$ cat config.mk
export PLATFORM = sky130hd
export DESIGN_NAME = stage_if_flat
export DESIGN_NICKNAME = d
export VERILOG_FILES = /design/src/rtl/stage_if_pkg.sv /design/src/rtl/stage_if_if.sv /design/src/rtl/stage_if_fetch_hold_buf.sv /design/src/rtl/stage_if.sv /design/src/flat_wrapper.sv
export SDC_FILE = /design/constraint.sdc
export NUM_CORES = 1
export LEC_CHECK = 0
export CAP_MARGIN = 20
export CELL_PAD_IN_SITES_DETAIL_PLACEMENT = 1
export CELL_PAD_IN_SITES_GLOBAL_PLACEMENT = 2
export CORE_MARGIN = 2
export CORE_UTILIZATION = 27
export DETAILED_ROUTE_END_ITERATION = 12
export GPL_TIMING_DRIVEN = 0
export PLACE_DENSITY = 0.85
export SLEW_MARGIN = 0
export SYNTH_ARGS = -nofsm -noshare
export SYNTH_HDL_FRONTEND = slang
export SYNTH_SLANG_ARGS = --single-unit
$ cat constraint.sdc
create_clock -name clk -period 3.6 [get_ports clk]
set_input_delay 0.36 -clock clk [delete_from_list [all_inputs] [get_ports clk]]
set_output_delay 0.36 -clock clk [all_outputs]
set_load 0.05 [all_outputs]
$ cat src/rtl/stage_if_pkg.sv
// Shared constants for the instruction-fetch stage.
//   DATA_WID   : width of every address / instruction field
//   NOP_INST   : instruction shown to decode when the IF/ID slot is empty
//   INST_BYTES : byte stride between sequential instructions
//   align_pc() : forces a redirect target onto a word boundary
package stage_if_pkg;

    localparam int                  DATA_WID   = 32;
    localparam logic [DATA_WID-1:0] NOP_INST   = 32'h0000_0013;
    localparam logic [DATA_WID-1:0] INST_BYTES = 32'd4;

    function automatic logic [DATA_WID-1:0] align_pc(input logic [DATA_WID-1:0] a);
        return a & ~(INST_BYTES - 32'd1);
    endfunction

endpackage

$ cat src/rtl/stage_if_if.sv
// Bundle of signals between the fetch stage, its instruction memory and the
// decode stage.
//   master : the fetch stage (drives imem_addr, pc_out, inst_out, counters)
//   slave  : memory / decode side (drives imem_data, stall, redirect inputs)
interface stage_if_if
    import stage_if_pkg::*;
#(
    parameter int CNT_WID = 32
) ();

    logic [DATA_WID-1:0] imem_addr;
    logic [DATA_WID-1:0] imem_data;
    logic                PC_Write;
    logic                IF_ID_Write;
    logic                predict_result;
    logic                predict_fail;
    logic [DATA_WID-1:0] new_pc;
    logic [DATA_WID-1:0] pc_out;
    logic [DATA_WID-1:0] inst_out;
    logic [CNT_WID-1:0]  fetch_cnt;
    logic [CNT_WID-1:0]  flush_cnt;

    modport master (
        output imem_addr,
        input  imem_data,
        input  PC_Write,
        input  IF_ID_Write,
        input  predict_result,
        input  predict_fail,
        input  new_pc,
        output pc_out,
        output inst_out,
        output fetch_cnt,
        output flush_cnt
    );

    modport slave (
        input  imem_addr,
        output imem_data,
        output PC_Write,
        output IF_ID_Write,
        output predict_result,
        output predict_fail,
        output new_pc,
        input  pc_out,
        input  inst_out,
        input  fetch_cnt,
        input  flush_cnt
    );

endinterface

$ cat src/rtl/stage_if_fetch_hold_buf.sv
// Hold register for the instruction in the IF/ID slot during a stall.
// The memory returns data for the address issued one cycle earlier, so once
// a stall starts only the first cycle's imem_data belongs to the instruction
// in IF/ID; it is captured then and replayed until the stall ends.
//   clk, rst     : clock, synchronous active-high reset
//   i_capture    : stall cycle (capture if nothing is held yet)
//   i_clear      : advance or flush, drop any held data
//   i_id_vld     : IF/ID slot holds a real instruction
//   i_imem_data  : instruction memory read data
//   o_inst       : instruction presented to decode
module stage_if_fetch_hold_buf
    import stage_if_pkg::*;
(
    input  logic                clk,
    input  logic                rst,
    input  logic                i_capture,
    input  logic                i_clear,
    input  logic                i_id_vld,
    input  logic [DATA_WID-1:0] i_imem_data,
    output logic [DATA_WID-1:0] o_inst
);

    logic                r_hold_vld_p1;
    logic [DATA_WID-1:0] r_hold_inst_p1;

    always_ff @(posedge clk) begin
        if (rst) begin
            r_hold_vld_p1 <= 1'b0;
        end else if (i_clear) begin
            r_hold_vld_p1 <= 1'b0;
        end else if (i_capture) begin
            r_hold_vld_p1 <= 1'b1;
        end
    end

    // Only the first stall cycle is captured; later cycles carry data for pc_q.
    always_ff @(posedge clk) begin
        if (i_capture && !i_clear && !r_hold_vld_p1) begin
            r_hold_inst_p1 <= i_imem_data;
        end
    end

    assign o_inst = !i_id_vld     ? NOP_INST       :
                    r_hold_vld_p1 ? r_hold_inst_p1 : i_imem_data;

endmodule

$ cat src/rtl/stage_if.sv
// Instruction-fetch stage: owns the PC and IF/ID registers, drives a
// 1-cycle-latency instruction memory and hands pc/inst pairs to decode.
//   clk, rst       : clock, synchronous active-high reset
//   bus.imem_addr  : fetch address (= pc_q)
//   bus.imem_data  : instruction for the previous cycle's address
//   bus.PC_Write / bus.IF_ID_Write : either low stalls the stage
//   bus.predict_result : taken-branch redirect (ignored while stalled)
//   bus.predict_fail   : misprediction flush, overrides stall
//   bus.new_pc     : redirect target, low two bits dropped
//   bus.pc_out / bus.inst_out : pair presented to decode
//   bus.fetch_cnt / bus.flush_cnt : performance counters (wrap)
module stage_if
    import stage_if_pkg::*;
#(
    parameter logic [DATA_WID-1:0] RESET_PC = 32'h0000_0000,
    parameter int                  CNT_WID  = 32
) (
    input  logic      clk,
    input  logic      rst,
    stage_if_if.master bus
);

    logic [DATA_WID-1:0] r_pc_p0;
    logic [DATA_WID-1:0] r_id_pc_p1;
    logic                r_id_vld_p1;
    logic [CNT_WID-1:0]  r_fetch_cnt;
    logic [CNT_WID-1:0]  r_flush_cnt;

    logic                w_stall;
    logic                w_hold_clr;
    logic                w_hold_cap;
    logic [DATA_WID-1:0] w_new_pc;
    logic [DATA_WID-1:0] w_inst;

    assign w_stall    = !bus.PC_Write || !bus.IF_ID_Write;
    assign w_new_pc   = align_pc(bus.new_pc);
    assign w_hold_clr = bus.predict_fail || !w_stall;
    assign w_hold_cap = w_stall && !bus.predict_fail;

    // p0 -> p1: issued address becomes the IF/ID entry
    always_ff @(posedge clk) begin
        if (rst) begin
            r_pc_p0     <= RESET_PC;
            r_id_pc_p1  <= '0;
            r_id_vld_p1 <= 1'b0;
            r_fetch_cnt <= '0;
            r_flush_cnt <= '0;
        end else if (bus.predict_fail) begin
            r_pc_p0     <= w_new_pc;
            r_id_vld_p1 <= 1'b0;
            r_flush_cnt <= r_flush_cnt + CNT_WID'(1);
        end else if (bus.predict_result && !w_stall) begin
            // The branch in IF/ID is consumed; the sequential fetch behind it is squashed.
            r_pc_p0     <= w_new_pc;
            r_id_vld_p1 <= 1'b0;
            r_fetch_cnt <= r_fetch_cnt + CNT_WID'(r_id_vld_p1);
            r_flush_cnt <= r_flush_cnt + CNT_WID'(1);
        end else if (!w_stall) begin
            r_pc_p0     <= r_pc_p0 + INST_BYTES;
            r_id_pc_p1  <= r_pc_p0;
            r_id_vld_p1 <= 1'b1;
            r_fetch_cnt <= r_fetch_cnt + CNT_WID'(r_id_vld_p1);
        end
    end

    stage_if_fetch_hold_buf u_hold (
        .clk         (clk),
        .rst         (rst),
        .i_capture   (w_hold_cap),
        .i_clear     (w_hold_clr),
        .i_id_vld    (r_id_vld_p1),
        .i_imem_data (bus.imem_data),
        .o_inst      (w_inst)
    );

    assign bus.imem_addr = r_pc_p0;
    assign bus.pc_out    = r_id_pc_p1;
    assign bus.inst_out  = w_inst;
    assign bus.fetch_cnt = r_fetch_cnt;
    assign bus.flush_cnt = r_flush_cnt;

endmodule

$ cat src/flat_wrapper.sv
// flat-port wrapper written by rule: the top's interface ports become plain ports
module stage_if_flat import stage_if_pkg::*;
#(
    parameter logic [DATA_WID-1:0] RESET_PC = 32'h0000_0000,
    parameter int                  CNT_WID  = 32
)
  (clk, rst, bus_imem_addr, bus_imem_data, bus_PC_Write, bus_IF_ID_Write, bus_predict_result, bus_predict_fail, bus_new_pc, bus_pc_out, bus_inst_out, bus_fetch_cnt, bus_flush_cnt);
  stage_if_if #(.CNT_WID(CNT_WID)) bus_i ();
  input  logic clk;
  input  logic rst;
  output wire logic [$bits(bus_i.imem_addr)-1:0] bus_imem_addr;
  input wire logic [$bits(bus_i.imem_data)-1:0] bus_imem_data;
  input wire logic [$bits(bus_i.PC_Write)-1:0] bus_PC_Write;
  input wire logic [$bits(bus_i.IF_ID_Write)-1:0] bus_IF_ID_Write;
  input wire logic [$bits(bus_i.predict_result)-1:0] bus_predict_result;
  input wire logic [$bits(bus_i.predict_fail)-1:0] bus_predict_fail;
  input wire logic [$bits(bus_i.new_pc)-1:0] bus_new_pc;
  output wire logic [$bits(bus_i.pc_out)-1:0] bus_pc_out;
  output wire logic [$bits(bus_i.inst_out)-1:0] bus_inst_out;
  output wire logic [$bits(bus_i.fetch_cnt)-1:0] bus_fetch_cnt;
  output wire logic [$bits(bus_i.flush_cnt)-1:0] bus_flush_cnt;
  assign bus_imem_addr = bus_i.imem_addr;
  assign bus_i.imem_data = bus_imem_data;
  assign bus_i.PC_Write = bus_PC_Write;
  assign bus_i.IF_ID_Write = bus_IF_ID_Write;
  assign bus_i.predict_result = bus_predict_result;
  assign bus_i.predict_fail = bus_predict_fail;
  assign bus_i.new_pc = bus_new_pc;
  assign bus_pc_out = bus_i.pc_out;
  assign bus_inst_out = bus_i.inst_out;
  assign bus_fetch_cnt = bus_i.fetch_cnt;
  assign bus_flush_cnt = bus_i.flush_cnt;
  stage_if #(.RESET_PC(RESET_PC), .CNT_WID(CNT_WID)) u_core (.clk(clk), .rst(rst), .bus(bus_i));
endmodule
Word-level counts from Yosys, hierarchy flattened. Cells that the tools add are included.

$mul: 0. Equal/unequal tests: 2. Reductions and logical operators: 17. Bitwise gates (word level): 3. Add/sub/neg operators: 3. Muxes and demuxes: 9. $lt $le $gt $ge: 0. Div/mod/pow operators: 0. Shift operators: 0.

Operator list (number): two-way mux 32 bit (9); adder 32 x 1 -> 32 bit (1); adder 32 x 1 -> 32 bit, second input constant (1); adder 32 x 3 -> 32 bit, second input constant (1); zero test 1 bit (6); logical AND 1 bit (4); inequality test 3 bit, second input constant (1); NOT 1 bit (3); AND reduction 3 bit (1); OR reduction 3 bit (1); logical OR 1 bit (2); inequality test 2 bit, second input constant (1); AND reduction 2 bit (1); nonzero test 2 bit (1); OR reduction 2 bit (1).

Bits of input ports: 70. Bits in read-only memories: 0. Memories kept: 0. Latch bits: 0. RAM bits: 0. Flip-flop bits (word level): 162.

Longest topological paths before layout.
Depth in word-level cells: 7. Gate-level depth with buffers: 8. Depth with buffers taken out: 7.

Cells and area by module. From an unflattened synthesis, not the netlist that was laid out.

Cell total of the unflattened synthesis: 825. Area, all modules: 7432.1 sq um.

By module, submodules not included: stage_if (cells each 718, times used 1, area each 5839.4 sq um, seq. area each 2502.4 sq um); stage_if_fetch_hold_buf (cells each 107, times used 1, area each 1592.8 sq um, seq. area each 980.9 sq um).

Least setup slack after synthesis. Ideal clock, no wire load.

Path kind: in2reg. Start point: input bus_PC_Write. End point: register u_core.u_hold.r_hold_inst_p1[0] (enable). Cell stages on the path: 5. Slack: 0.756 ns. Arrival time: 2.423 ns. Cells stage by stage: buf_4 > a21o_1 > clkbuf_1 > clkbuf_1 > nor2_1.

Longest elaborated chain between the ends: 7. Elaborated cells between the ends (all ways): 8.

Ends and longest elaborated chain: start, declared (RTL line flat_wrapper.sv:13) `input wire logic [$bits(bus_i.PC_Write)-1:0] bus_PC_Write;`; zero test 1 bit * (RTL line stage_if.sv:35) `assign w_stall = !bus.PC_Write || !bus.IF_ID_Write;`; logical OR 1 bit * (RTL line stage_if.sv:35); zero test 1 bit (RTL line stage_if.sv:37) `assign w_hold_clr = bus.predict_fail || !w_stall;`; logical OR 1 bit (RTL line stage_if.sv:37); zero test 1 bit (RTL line stage_if_fetch_hold_buf.sv:38) `if (i_capture && !i_clear && !r_hold_vld_p1) begin`; logical AND 1 bit * (2 in series) (RTL line stage_if_fetch_hold_buf.sv:38); end signal, assigned (RTL line stage_if_fetch_hold_buf.sv:39) `r_hold_inst_p1 <= i_imem_data;`; end, declared (RTL line stage_if_fetch_hold_buf.sv:24) `logic [DATA_WID-1:0] r_hold_inst_p1;`.

Every way passes the cells marked *; elsewhere a longest branch is shown, timed or not. A chain may end at the register's enable or synchronous reset.

Final worst setup path.
Start point: register u_core.u_hold.r_hold_vld_p1. End point: output bus_inst_out[28].

Longest elaborated chain between the ends: 2.

Ends and longest elaborated chain: start, declared (RTL line stage_if_fetch_hold_buf.sv:23) `logic r_hold_vld_p1;`; start signal, assigned (RTL line stage_if_fetch_hold_buf.sv:28) `r_hold_vld_p1 <= 1'b0;`; start signal, assigned (RTL line stage_if_fetch_hold_buf.sv:30) `r_hold_vld_p1 <= 1'b0;`; start signal, assigned (RTL line stage_if_fetch_hold_buf.sv:32) `r_hold_vld_p1 <= 1'b1;`; two-way mux 32 bit (RTL line stage_if_fetch_hold_buf.sv:44) `r_hold_vld_p1 ? r_hold_inst_p1 : i_imem_data;`; two-way mux 32 bit (RTL line stage_if_fetch_hold_buf.sv:43) `assign o_inst = !i_id_vld ? NOP_INST :`; end, declared (RTL line flat_wrapper.sv:19) `output wire logic [$bits(bus_i.inst_out)-1:0] bus_inst_out;`.

No other way between the ends.

==> results.sh <==
export IMPL_crit_type="reg -> out"
export IMPL_skew_ns=0.01377
export IMPL_synth_seq_cells=158
export IMPL_synth_mux_area_share_pct=4.885
export IMPL_report_final_slew_viol_count=0
export IMPL_start_util_pct=27.44
export IMPL_synth_warning_count=0
export IMPL_hold_path_depth=3
export IMPL_crit_slowest_cell="clkdlybuf4s50_1"
export IMPL_path_max_fanout=10
export IMPL_layout_commonest_cell="clkdlybuf4s50_1"
export IMPL_synth_top_family_by_area="simple AND/OR/NAND/NOR gates"
export IMPL_irDropWorstVdd_mv=0.2074
export IMPL_synth_cell_types=59
export IMPL_fmax_mhz=312.9
export IMPL_final_nets=1145
export IMPL_die_area_um2=28660
export IMPL_num_vias=7153
export IMPL_synthFlopType="dfxtp_1"
export IMPL_drt_iter0_drc=344
export IMPL_cp_required_ns=3.24
export IMPL_ctsHoldBuffers=0
export IMPL_crit_top_cell="clkbuf_1"
export IMPL_synth_compound_area_share_pct=11.94
export IMPL_port_buffers=221
export IMPL_use_met1_pct=24.44
export IMPL_numCtsBuffers=17
export IMPL_drc=0
export IMPL_finalHoldViolations=0
export IMPL_setup_tns_final_ns=0
export IMPL_fill_cells=3137
export IMPL_async_flop_share_pct=0
export IMPL_tritoncts="yes"
export IMPL_internal_power_mw=3.124
export IMPL_die_w_um=169.3
export IMPL_cap_violations=0
export IMPL_rsz0062_at_grt="no"
export IMPL_syn_cell_area_um2=7376
export IMPL_synthAdderAreaFrac_pct=0.6785
export IMPL_p_seq_share_pct=44.1
export IMPL_end_kind="primary output"
export IMPL_gp_congestion=0.8300
export IMPL_final_cell_mix="clkdlybuf4s50_1 (221), dfxtp_1 (126), nand2_1 (118)"
export IMPL_synth_simple_area_share_pct=26.17
export IMPL_switching_share_pct=28.95
export IMPL_cp_cell_sequence="clkbuf_1 > clkbuf_1 > mux2i_1 > nor2b_1 > clkdlybuf4s50_1"
export IMPL_drive_above_1_share_pct=5.166
export IMPL_critical_path_arrival_ns=2.84
export IMPL_viasPerCell=5.020
export IMPL_p_comb_share_pct=13.9
export IMPL_dp_hpwl_mm=19.49
export IMPL_clk_latency_ns=0.43
export IMPL_rows=60
export IMPL_critPathLaunchType="register"
export IMPL_cts_max_level=4
export IMPL_whs_ns=0.2676
export IMPL_clk_path_buf_depth=2
export IMPL_ios=230
export IMPL_grt_pass1_wl_mm=41.35
export IMPL_grt_met3_usage_pct=4.711
export IMPL_status="finished, final reports clean"
export IMPL_maxSlewHeadroom_pct=39.04
export IMPL_cts_setup_buffers=0
export IMPL_holdCritPathClass="in -> reg"
export IMPL_leakage_nw=3.562
export IMPL_synth_xor_area_share_pct=5.581
export IMPL_syn2layout_area_growth_pct=43.99
export IMPL_critPathMaxStageDelay_ns=0.84
export IMPL_fp_coreArea_um2=26880
export IMPL_drt_total_wl_mm=26.43
export IMPL_ant_nets=0
export IMPL_synth_cells=828
export IMPL_grt_use_total_pct=18.25
export IMPL_setup_violations=0
export IMPL_fp_dieH_um=169.3
export IMPL_post_cts_resized=0
export IMPL_period_needed_ns=3.196
export IMPL_grt_pass1_vias=7305
export IMPL_r2r_cells=6
export IMPL_net_switching_power_mw=1.273
export IMPL_cts_root_buffer="clkbuf_16"
export IMPL_antenna_found_initial=0
export IMPL_powerDensity_nw_per_um2=414.0
export IMPL_clk_pin_slew_worst_paths_ns=0.06
export IMPL_synth_edf_count=32
export IMPL_clock_sinks=158
export IMPL_diodes=0
export IMPL_use_met2_pct=29.58
export IMPL_avgSynthCellArea_um2=8.908
export IMPL_seq_area_frac_synth_pct=47.23
export IMPL_detail_route_first_pass_iterations=5
export IMPL_wire_per_inst_um=18.55
export IMPL_grt_busiest_layer="met2"
export IMPL_worstMarginPinSlew_ns=0.9123
export IMPL_gr_total_overflow=0
export IMPL_grt_max_degree=33
export IMPL_fin_crit_sh_pct=88.79
export IMPL_clkPwrFrac_pct=42.0
path summary, 6_finish.rpt:
check / start / to / slack, ns
worst max-delay path: u_core.u_hold.r_hold_vld_p1$_SDFFE_PP0P_ / bus_inst_out[28] / 0.40
worst min-delay path: bus_PC_Write / u_core.r_id_vld_p1$_SDFFE_PP0N_ / 0.27
worst max register to register: u_core.bus.imem_addr[2]$_SDFFE_PP0P_ / u_core.bus.imem_addr[26]$_SDFFE_PP0P_ / 1.12
worst min register to register: u_core.bus.pc_out[22]$_SDFFE_PP0P_ / u_core.bus.pc_out[22]$_SDFFE_PP0P_ / 0.45
power by group through the flow:
stage | Combinational [mW] | Clock [mW] | Sequential, mW
finish | 0.613 | 1.85 | 1.94
global route | 0.652 | 1.96 | 1.95
CTS | 0.618 | 1.90 | 1.94
detailed placement | 0.616 | 0 | 1.98
global placement | 0.608 | 0 | 1.98
floorplan | 0.225 | 0 | 2.09
per-layer routing:
metal  vias to the layer above  share of wire (%)
met5                         -                  0
met4                         0               0.91
met3                        17                6.0
met2                       211                 46
met1                      3475                 47
li1                       3450                  -
worst max-delay path: cells and delay by family, from the launching register on:
family,cells,cell delay (ns)
buf+inv,3,1.82
simple gates,1,0.13
mux,1,0.16
flops,1,0.30
kinds of logic after synthesis:
logic type	after synthesis
flip-flops	158
multiplexers	36
AND/OR/NAND/NOR	379
XOR/XNOR	47
AO/OA/AOI/OAI	143
adder cells (fa/ha/maj)	4
buffers and inverters	60
other	1
per-stage QoR:
step	area (um^2)	worst slack (ns)	utilization (%)	power, mW	instances
global route	10620	0.1450	39.52	4.563	1425
floorplan	7387	0.7559	-	2.318	831
finish	10620	0.4036	39.52	4.397	1425
detailed placement	10030	0.6388	37.33	2.594	1393
global placement	10030	-0.6368	37.30	2.586	1393
CTS	10620	0.3187	39.52	4.453	1425
cell type report:
cell class	instances	area [um^2]	area share [%]
multi-input combinational	613	3656	34.43
sequential	158	3483	32.80
timing repair buffer	221	2212	20.83
tap	341	426.7	4.017
clock buffer	17	425.4	4.006
buffer	53	229.0	2.156
clock inverter	15	161.4	1.520
inverter	7	26.28	0.2474
flip-flops by register name, indices dropped and copies added, names as in the netlist:
name and flops:
u_core.bus.fetch_cnt 32, u_core.bus.flush_cnt 32, u_core.bus.imem_addr 30, u_core.bus.pc_out 30, u_core.r_id_vld_p1 1, u_core.u_hold.r_hold_inst_p1 32
u_core.u_hold.r_hold_vld_p1 1
Yosys cell counts (all sizes together), types with 2 or more instances:
| library cell | count | share of area, % |
|---|---|---|
| dfxtp | 126 | 34 |
| nand2 | 119 | 6.2 |
| nor2 | 71 | 3.6 |
| a21oi | 58 | 3.9 |
| clkbuf | 40 | 2.0 |
| nand3 | 40 | 2.8 |
| mux2i | 36 | 4.9 |
| nand4 | 33 | 2.9 |
| edfxtp | 32 | 13 |
| nor2b | 30 | 2.5 |
| xor2 | 29 | 3.4 |
| o21ai | 27 | 1.8 |
| xnor2 | 18 | 2.1 |
| or3 | 16 | 1.4 |
| and3 | 15 | 1.3 |
| nor3 | 14 | 1.0 |
| buf | 13 | 1.1 |
| a22oi | 11 | 1.1 |
| nor4 | 10 | 1.2 |
| a31oi | 9 | 0.76 |
| and4 | 8 | 0.95 |
| or4 | 8 | 0.83 |
| inv | 7 | 0.36 |
| a32o | 6 | 0.81 |
| and2 | 5 | 0.42 |
| o211ai | 5 | 0.51 |
| o31ai | 5 | 0.51 |
| ha | 4 | 0.68 |
| a21o | 3 | 0.31 |
| a22o | 3 | 0.36 |
| nand4b | 3 | 0.36 |
| o22ai | 3 | 0.25 |
| o41ai | 3 | 0.36 |
| a32oi | 2 | 0.24 |
| a41oi | 2 | 0.24 |
| nand2b | 2 | 0.17 |
| or2 | 2 | 0.17 |
Note: power is estimated with default switching activity, not from simulation.
